==> config.mk <==
export PLATFORM = sky130hd
export DESIGN_NAME = uart_cmd_bridge
export DESIGN_NICKNAME = d
export VERILOG_FILES = /design/src/rtl/uart_cmd_bridge.sv
export SDC_FILE = /design/constraint.sdc
export NUM_CORES = 1
export LEC_CHECK = 0
export BUFFER_PORTS_ARGS = -buffer_cell sky130_fd_sc_hd__buf_2
export CAP_MARGIN = 40
export CORE_ASPECT_RATIO = 1.1
export CORE_MARGIN = 5
export CORE_UTILIZATION = 56
export DETAILED_ROUTE_END_ITERATION = 16
export HOLD_SLACK_MARGIN = 0.1
export PLACE_DENSITY = 0.79
export SETUP_SLACK_MARGIN = 0.5
export SLEW_MARGIN = 40
export SYNTH_ARGS = -nofsm -noshare
export SYNTH_HDL_FRONTEND = slang
export SYNTH_SLANG_ARGS = --single-unit
==> constraint.sdc <==
create_clock -name Clk -period 2.4 [get_ports Clk]
set_input_delay 0.36 -clock Clk [delete_from_list [all_inputs] [get_ports Clk]]
set_output_delay 0.36 -clock Clk [all_outputs]
set_load 0.05 [all_outputs]
==> src/rtl/uart_cmd_bridge.sv <==
// UART command responder: 'W' addr data -> bus write + 'K'; 'R' addr -> bus read + data byte.
// Define UART_CMD_CSUM_EN to require a trailing XOR checksum byte on every W/R command.
module uart_cmd_bridge #(
    parameter int IDLE_TIMEOUT = 2500000,
    parameter int RD_TIMEOUT   = 255
) (
    input  logic       Clk,
    input  logic       Reset,
    input  logic [7:0] RxData,
    input  logic       RxValid,
    output logic       RxUnload,
    output logic [7:0] TxData,
    output logic       TxSend,
    input  logic       TxEmpty,
    output logic [7:0] BusAddr,
    output logic [7:0] BusWrData,
    output logic       BusWr,
    output logic       BusRd,
    input  logic [7:0] BusRdData,
    input  logic       BusRdValid,
    output logic       Busy,
    output logic       TimeoutFlag
);
    localparam logic [7:0] OP_WR   = 8'h57;
    localparam logic [7:0] OP_RD   = 8'h52;
    localparam logic [7:0] RSP_OK  = 8'h4B;
    localparam logic [7:0] RSP_UNK = 8'h3F;
    localparam logic [7:0] RSP_ERR = 8'h45;

    localparam int IW = $clog2(IDLE_TIMEOUT + 1);
    localparam int RW = $clog2(RD_TIMEOUT + 1);
    localparam logic [IW-1:0] IDLE_LAST = IW'(IDLE_TIMEOUT - 1);
    localparam logic [RW-1:0] RD_LAST   = RW'(RD_TIMEOUT - 1);

`ifdef UART_CMD_CSUM_EN
    typedef enum logic [2:0] {
        IDLE, GET_ADDR, GET_DATA, GET_CSUM, BUS_WR, BUS_RD, WAIT_RD, SEND
    } state_t;
    logic [7:0] csum;
`else
    typedef enum logic [2:0] {
        IDLE, GET_ADDR, GET_DATA, BUS_WR, BUS_RD, WAIT_RD, SEND
    } state_t;
`endif

    state_t        state;
    logic          is_wr;
    logic [IW-1:0] idle_cnt;
    logic [RW-1:0] rd_cnt;
    logic          take;
    logic          idle_expired;

    // A byte stays visible for one cycle after RxUnload; never take it twice.
    assign take         = RxValid && !RxUnload;
    assign idle_expired = (idle_cnt == IDLE_LAST);
    assign Busy         = (state != IDLE);

    // NOTE: all state and outputs use non-blocking assignments so every branch reads pre-edge values.
    always_ff @(posedge Clk) begin
        if (Reset) begin
            state       <= IDLE;
            RxUnload    <= 1'b0;
            TxSend      <= 1'b0;
            BusWr       <= 1'b0;
            BusRd       <= 1'b0;
            TimeoutFlag <= 1'b0;
            TxData      <= 8'h00;
            BusAddr     <= 8'h00;
            BusWrData   <= 8'h00;
            is_wr       <= 1'b0;
            idle_cnt    <= '0;
            rd_cnt      <= '0;
`ifdef UART_CMD_CSUM_EN
            csum        <= 8'h00;
`endif
        end else begin
            RxUnload <= 1'b0;
            TxSend   <= 1'b0;
            BusWr    <= 1'b0;
            BusRd    <= 1'b0;
            case (state)
                IDLE: if (take) begin
                    RxUnload <= 1'b1;
                    idle_cnt <= '0;
                    if (RxData == OP_WR || RxData == OP_RD) begin
                        is_wr <= (RxData == OP_WR);
                        state <= GET_ADDR;
`ifdef UART_CMD_CSUM_EN
                        csum  <= RxData;
`endif
                    end else begin
                        TxData <= RSP_UNK;
                        state  <= SEND;
                    end
                end
                GET_ADDR: begin
                    if (take) begin
                        RxUnload <= 1'b1;
                        idle_cnt <= '0;
                        BusAddr  <= RxData;
`ifdef UART_CMD_CSUM_EN
                        csum     <= csum ^ RxData;
                        state    <= is_wr ? GET_DATA : GET_CSUM;
`else
                        state    <= is_wr ? GET_DATA : BUS_RD;
`endif
                    end else if (idle_expired) begin
                        TimeoutFlag <= 1'b1;
                        state       <= IDLE;
                    end else begin
                        idle_cnt <= idle_cnt + IW'(1);
                    end
                end
                GET_DATA: begin
                    if (take) begin
                        RxUnload  <= 1'b1;
                        idle_cnt  <= '0;
                        BusWrData <= RxData;
`ifdef UART_CMD_CSUM_EN
                        csum      <= csum ^ RxData;
                        state     <= GET_CSUM;
`else
                        state     <= BUS_WR;
`endif
                    end else if (idle_expired) begin
                        TimeoutFlag <= 1'b1;
                        state       <= IDLE;
                    end else begin
                        idle_cnt <= idle_cnt + IW'(1);
                    end
                end
`ifdef UART_CMD_CSUM_EN
                GET_CSUM: begin
                    if (take) begin
                        RxUnload <= 1'b1;
                        idle_cnt <= '0;
                        if (RxData == csum) begin
                            state <= is_wr ? BUS_WR : BUS_RD;
                        end else begin
                            TxData <= RSP_ERR;
                            state  <= SEND;
                        end
                    end else if (idle_expired) begin
                        TimeoutFlag <= 1'b1;
                        state       <= IDLE;
                    end else begin
                        idle_cnt <= idle_cnt + IW'(1);
                    end
                end
`endif
                BUS_WR: begin
                    BusWr  <= 1'b1;
                    TxData <= RSP_OK;
                    state  <= SEND;
                end
                BUS_RD: begin
                    BusRd  <= 1'b1;
                    rd_cnt <= '0;
                    state  <= WAIT_RD;
                end
                // The first WAIT_RD cycle is the BusRd cycle, so same-cycle data is accepted.
                WAIT_RD: begin
                    if (BusRdValid) begin
                        TxData <= BusRdData;
                        state  <= SEND;
                    end else if (rd_cnt == RD_LAST) begin
                        TxData      <= RSP_ERR;
                        TimeoutFlag <= 1'b1;
                        state       <= SEND;
                    end else begin
                        rd_cnt <= rd_cnt + RW'(1);
                    end
                end
                SEND: if (TxEmpty) begin
                    TxSend <= 1'b1;
                    state  <= IDLE;
                end
                default: state <= IDLE;
            endcase
        end
    end
endmodule

# Word level (Yosys, flattened, before mapping)
# Index checks and enable logic that the tools add are counted.
# Widths: inputs -> output; s select.
[classes] add_sub_neg=2 n_eq_ne=20 n_mux=31 bitwise=2 reduce_logical=21
[ops] operator="$mux 22" n=3
[ops] operator="$mux 8" n=6
[ops] operator="$pmux 22 s2" n=1
[ops] operator="$mux 3" n=9
[ops] operator="$pmux 8 s3" n=1
[ops] operator="$add 22x1->22 const B" n=1
[ops] operator="$eq 22x22->1 const B" n=1
[ops] operator="$pmux 3 s7" n=1
[ops] operator="$eq 8x7->1 const B" n=2
[ops] operator="$pmux 8 s2" n=1
[ops] operator="$ne 2x2->1 const B" n=7
[ops] operator="$reduce_and 3->1" n=4
[ops] operator="$eq 3x3->1 const B" n=3
[ops] operator="$add 8x1->8 const B" n=1
[ops] operator="$eq 8x8->1 const B" n=1
[ops] operator="$mux 1" n=8
[ops] operator="$eq 3x2->1 const B" n=2
[ops] operator="$ne 3x3->1 const B" n=2
[ops] operator="$reduce_bool 2->1" n=3
[ops] operator="$reduce_bool 3->1" n=2
[ops] operator="$reduce_or 2->1" n=3
[ops] operator="$reduce_and 5->1" n=1
[ops] operator="$reduce_and 2->1" n=2
[ops] operator="$reduce_and 4->1" n=1
[ops] operator="other kinds (9)" n=10
[totals] register_bits=63 input_bits=21 output_inout_bits=30 wordCells=88

# Depth between registers and ports, before layout
[logic_depth] word_depth=5 depth_mapped=8 ltp_nobuf=7

# Worst setup path before layout
# Ideal clock, no wire load.
[synth_path] kind="register to register" from="reg RxUnload" to="reg idle_cnt[8]" setup_ns=0.086 arrival_time_ns=1.887 slack_ns=0.427 stages_incl_launch_ff=6 synth_period_minus_slack_ns=1.973 path_cell_list="dfxtp_1 -> nor2b_1 -> clkbuf_1 -> nor3_1 -> o21ai_0 -> a211oi_1"
[synth_between] elab_chain_cells=4 elab_cells_between_ends=7
[synth_lines] item="start, declared" line="11" source="output logic RxUnload,"
[synth_lines] item="start signal, assigned" line="62" source="RxUnload <= 1'b0;"
[synth_lines] item="start signal, assigned" line="77" source="RxUnload <= 1'b0;"
[synth_lines] item="start signal, assigned" line="83" source="RxUnload <= 1'b1;"
[synth_lines] item="$logic_not 1->1 *" line="54" source="assign take = RxValid && !RxUnload;"
[synth_lines] item="$logic_and 1x1->1 *" line="54"
[synth_lines] item="$ne 3x3->1 (no line), or another cell as far along"
[synth_lines] item="$reduce_and 3->1 (no line) or $pmux 22 s2 (tied branches)"
[synth_lines] item="end signal, assigned" line="111" source="idle_cnt <= idle_cnt + IW'(1);"
[synth_lines] item="end signal, assigned" line="129" source="idle_cnt <= idle_cnt + IW'(1);"
[synth_lines] item="end, declared" line="48" source="logic [IW-1:0] idle_cnt;"
# Every way passes the cells marked *; elsewhere a longest branch is shown, timed or not.
# A chain may end at the register's enable or synchronous reset.

# Worst setup path in the final report
[layout_path] from="reg idle_cnt[7]" to="reg idle_cnt[12]"
[layout_between] elab_chain_cells=4 elab_cells_between_ends=7
[layout_lines] item="$add 22x1->22" line="111, 129"
[layout_lines] item="$mux 22" line="107, 125"
[layout_lines] item="$mux 22" line="97" source="if (take) begin"
[layout_lines] item="$pmux 22 s2" line="81" source="case (state)"
# Parallel ways exist; a longest one is shown, timed or not. The select of a mux whose other input is x is not followed.

==> results.py <==
metrics = {
    "detailed_routing": {
        "drt-pass1-iter-count": 5,
        "wl_per_cell_um": 15.45,
        "vias_per_cell": 5.802,
        "drc": 0,
        "drt_wl_total_um": 7785,
        "final_antenna_net_count": 0,
        "dr.first_iter.drc_count": 226,
        "num_vias": 2924,
    },
    "global_route": {
        "grt_pass1_vias": 2765,
        "grt_overflow": 0,
        "grt_max_degree": 29,
        "grt_pass1_wl_um": 12550,
        "grt_use_total_pct": 22.64,
        "antenna_found_initial": 0,
    },
    "sta": {
        "relSlewSlack_pct": 62.91,
        "fmax_mhz": 542.5,
        "worstMarginPinSlew_ns": 0.5522,
        "tns_ns": 0,
        "maxSlewViolCount": 0,
        "min_period_ns": 1.843,
        "finalHoldViolations": 0,
        "fin_skew_ns": 0.009418,
        "post-route-period-util_pct": 76.80,
        "rsz0062_at_grt": "yes",
        "setup_viol": 0,
    },
    "die": {
        "ios": 51,
        "rows": 28,
        "design.die.area_mm2": 0.007154,
        "die_h_um": 88.21,
        "floorplan.initialDensity_pct": 57.72,
        "die_w_um": 81.10,
        "core_mm2": 0.005395,
    },
    "place": {
        "gp_congestion": 0.9519,
        "post-dp-hpwl_um": 5224,
        "io_buffers": 50,
    },
    "power": {
        "ir_drop_mv": 0.6892,
        "power_mw": 3.470,
        "cellLeakagePower_nw": 1.627,
        "cellPowerDensity_mw_per_mm2": 899.8,
    },
    "synthesis": {
        "postSynthAreaPerCell_um2": 8.486,
        "synth_nets": 391,
        "synth-main-ff-cell": "dfxtp_1",
        "synth_area_mm2": 0.003114,
        "synth_edf_count": 0,
        "async_flop_share_pct": 0,
        "yosysWarnings": 0,
        "synth_area_leader_cell": "dfxtp_1",
        "yosys-top-cells-area": "dfxtp_1, nor2_1, mux2i_1, a21oi_1, nand2_1",
        "synth-seq-cells": 63,
        "synth_top_cell_area_share_pct": 40.50,
        "yosysSeqAreaShare_pct": 40.50,
        "ys_types": 63,
        "synthCells": 367,
    },
    "clocking": {
        "clock_latency_ns": 0.35,
        "cts.sinks": 63,
        "numCtsBuffers": 9,
        "htreeDepth": 3,
        "cts-root-buf": "clkbuf_8",
        "ctsLongestPathBuffers": 2,
        "cts_tree": "built",
        "clk_pin_slew_worst_paths_ns": 0.07,
    },
    "critical_path": {
        "cp.arrival_ns": 2.08,
        "setup.worst_path.class": "register to register",
        "critPathLaunch": "idle_cnt[7]",
        "cp-end-kind": "register",
        "required_ns": 2.64,
        "startpoint_type": "register",
        "r2r_start": "idle_cnt[7]",
        "critical_path.max_fanout": 6,
    },
    "status": {
        "status": "completed",
    },
    "layout": {
        "diodes": 0,
        "drive_gt1_share_pct": 29.37,
        "syn_to_final_growth_pct": 23.82,
        "final_nets": 448,
    },
    "flow_run": {
        "drv_cap": 0,
    },
    "worst_hold_path": {
        "hp-start": "BusRdData[7]",
        "hold_class": "input port to register",
    },
}
[cells in the mapped netlist (all sizes together) (3+ instances only)]
| cell | instances |
|---|---|
| dfxtp | 63 |
| nor2 | 48 |
| nand2 | 30 |
| a21oi | 26 |
| mux2i | 17 |
| o21ai | 17 |
| clkbuf | 15 |
| nor3 | 14 |
| nand4 | 9 |
| buf | 8 |
| or3 | 8 |
| xor2 | 8 |
| inv | 7 |
| nand3 | 7 |
| nand2b | 6 |
| xnor2 | 6 |
| and3 | 5 |
| o21a | 5 |
| a211oi | 4 |
| and4 | 4 |
| o211ai | 4 |
| o31ai | 4 |
| a311oi | 3 |
| a31oi | 3 |
| ha | 3 |
| nor4 | 3 |
| o221a | 3 |
[per-layer routing]
layer | wire [µm] | global-route usage, % | vias to the layer above
met5 | 0 | 0 | -
met4 | 148 | 8.756 | 0
met3 | 445 | 7.128 | 17
met2 | 3881 | 37.94 | 102
met1 | 3310 | 27.05 | 1364
li1 | - | - | 1441
[path summary, 6_finish.rpt]
kind | slack, ns | to | cells after the start
setup / recovery | 0.56 | idle_cnt[12] | 5
hold / removal | 0.27 | TxData[7] | 3
setup reg to reg | 0.56 | idle_cnt[12] | 5
hold reg to reg | 0.46 | TxData[7] | 2
[logic make-up after synthesis]
kind of cell / after synthesis / share of synthesized area [%]
compound gates: 90 / 19.85
flops: 63 / 40.50
fa+ha+maj: 3 / 1.205
buf+inv: 31 / 4.017
xor+xnor: 14 / 3.937
simple gates: 149 / 25.03
mux: 17 / 5.464
[critical path: stages, from the launching register on]
cell	delay, ns
dfxtp_1	0.46
nand4_4	0.18
or3_4	0.45
a211oi_4	0.31
a31oi_1	0.13
a41o_1	0.21
[per-stage QoR]
stage	utilization, %	cell area [µm²]	setup WS (ns)	hold slack [ns]	instances
global placement	63.68	3436	0.3902	0.4432	478
finish	71.48	3856	0.5568	0.2724	504
detailed placement	63.68	3436	0.3397	0.4520	478
global route	71.48	3856	0.4676	0.2773	504
floorplan	-	3119	0.5203	0.4534	367
CTS	68.53	3697	0.4978	0.2588	496
[flip-flops by register name, summed over array words and instances (netlist names)]
signal       cells
BusRd            1
TimeoutFlag      1
RxUnload         1
rd_cnt           8
is_wr            1
state            3
idle_cnt        22
BusAddr          8
TxSend           1
BusWrData        8
TxData           8
BusWr            1
[final cells by class]
cell class,count,area (µm²)
clock buffers,10,137.6
clock inverters,6,60.06
fillers,428,1539
inverters,8,30.03
multi-input cells,273,1857
flip-flops and latches,63,1277
well taps,75,93.84
repair buffers,69,400.4
[power breakdown]
part	total, mW	switching (mW)	leakage, nW	internal, mW
Combinational	1.31	0.851	1.01	0.462
Sequential	1.24	0.0876	0.515	1.15
Clock	0.919	0.417	0.0981	0.502
[layout by cell type, fill, tap and decap left out, types with 3 or more instances in the layout]
master / count
o21ai_0: 15
nand3_1: 5
a31oi_1: 3
xnor2_1: 6
o31ai_1: 4
or3_4: 3
clkbuf_8: 10
buf_4: 17
nand2_1: 29
inv_1: 7
clkinv_2: 3
nand2b_1: 5
dfxtp_1: 54
o211ai_1: 4
and3_1: 4
nor2_1: 48
o221a_2: 3
nand4_1: 8
or3_1: 5
buf_2: 50
dfxtp_2: 7
o21a_1: 5
nor3_1: 13
a21oi_1: 24
mux2i_1: 17
xor2_1: 8
a211oi_1: 3
[what timing repair did]
item / in CTS / in global routing
resized for setup: 11 / 27
setup endpoints to repair: 26 / 41
cloned: 0 / 1
hold buffers: 0 / 0
setup buffers: 2 / 7
pin swaps: 3 / 6
No activity file was read; power rests on OpenSTA's default activity.
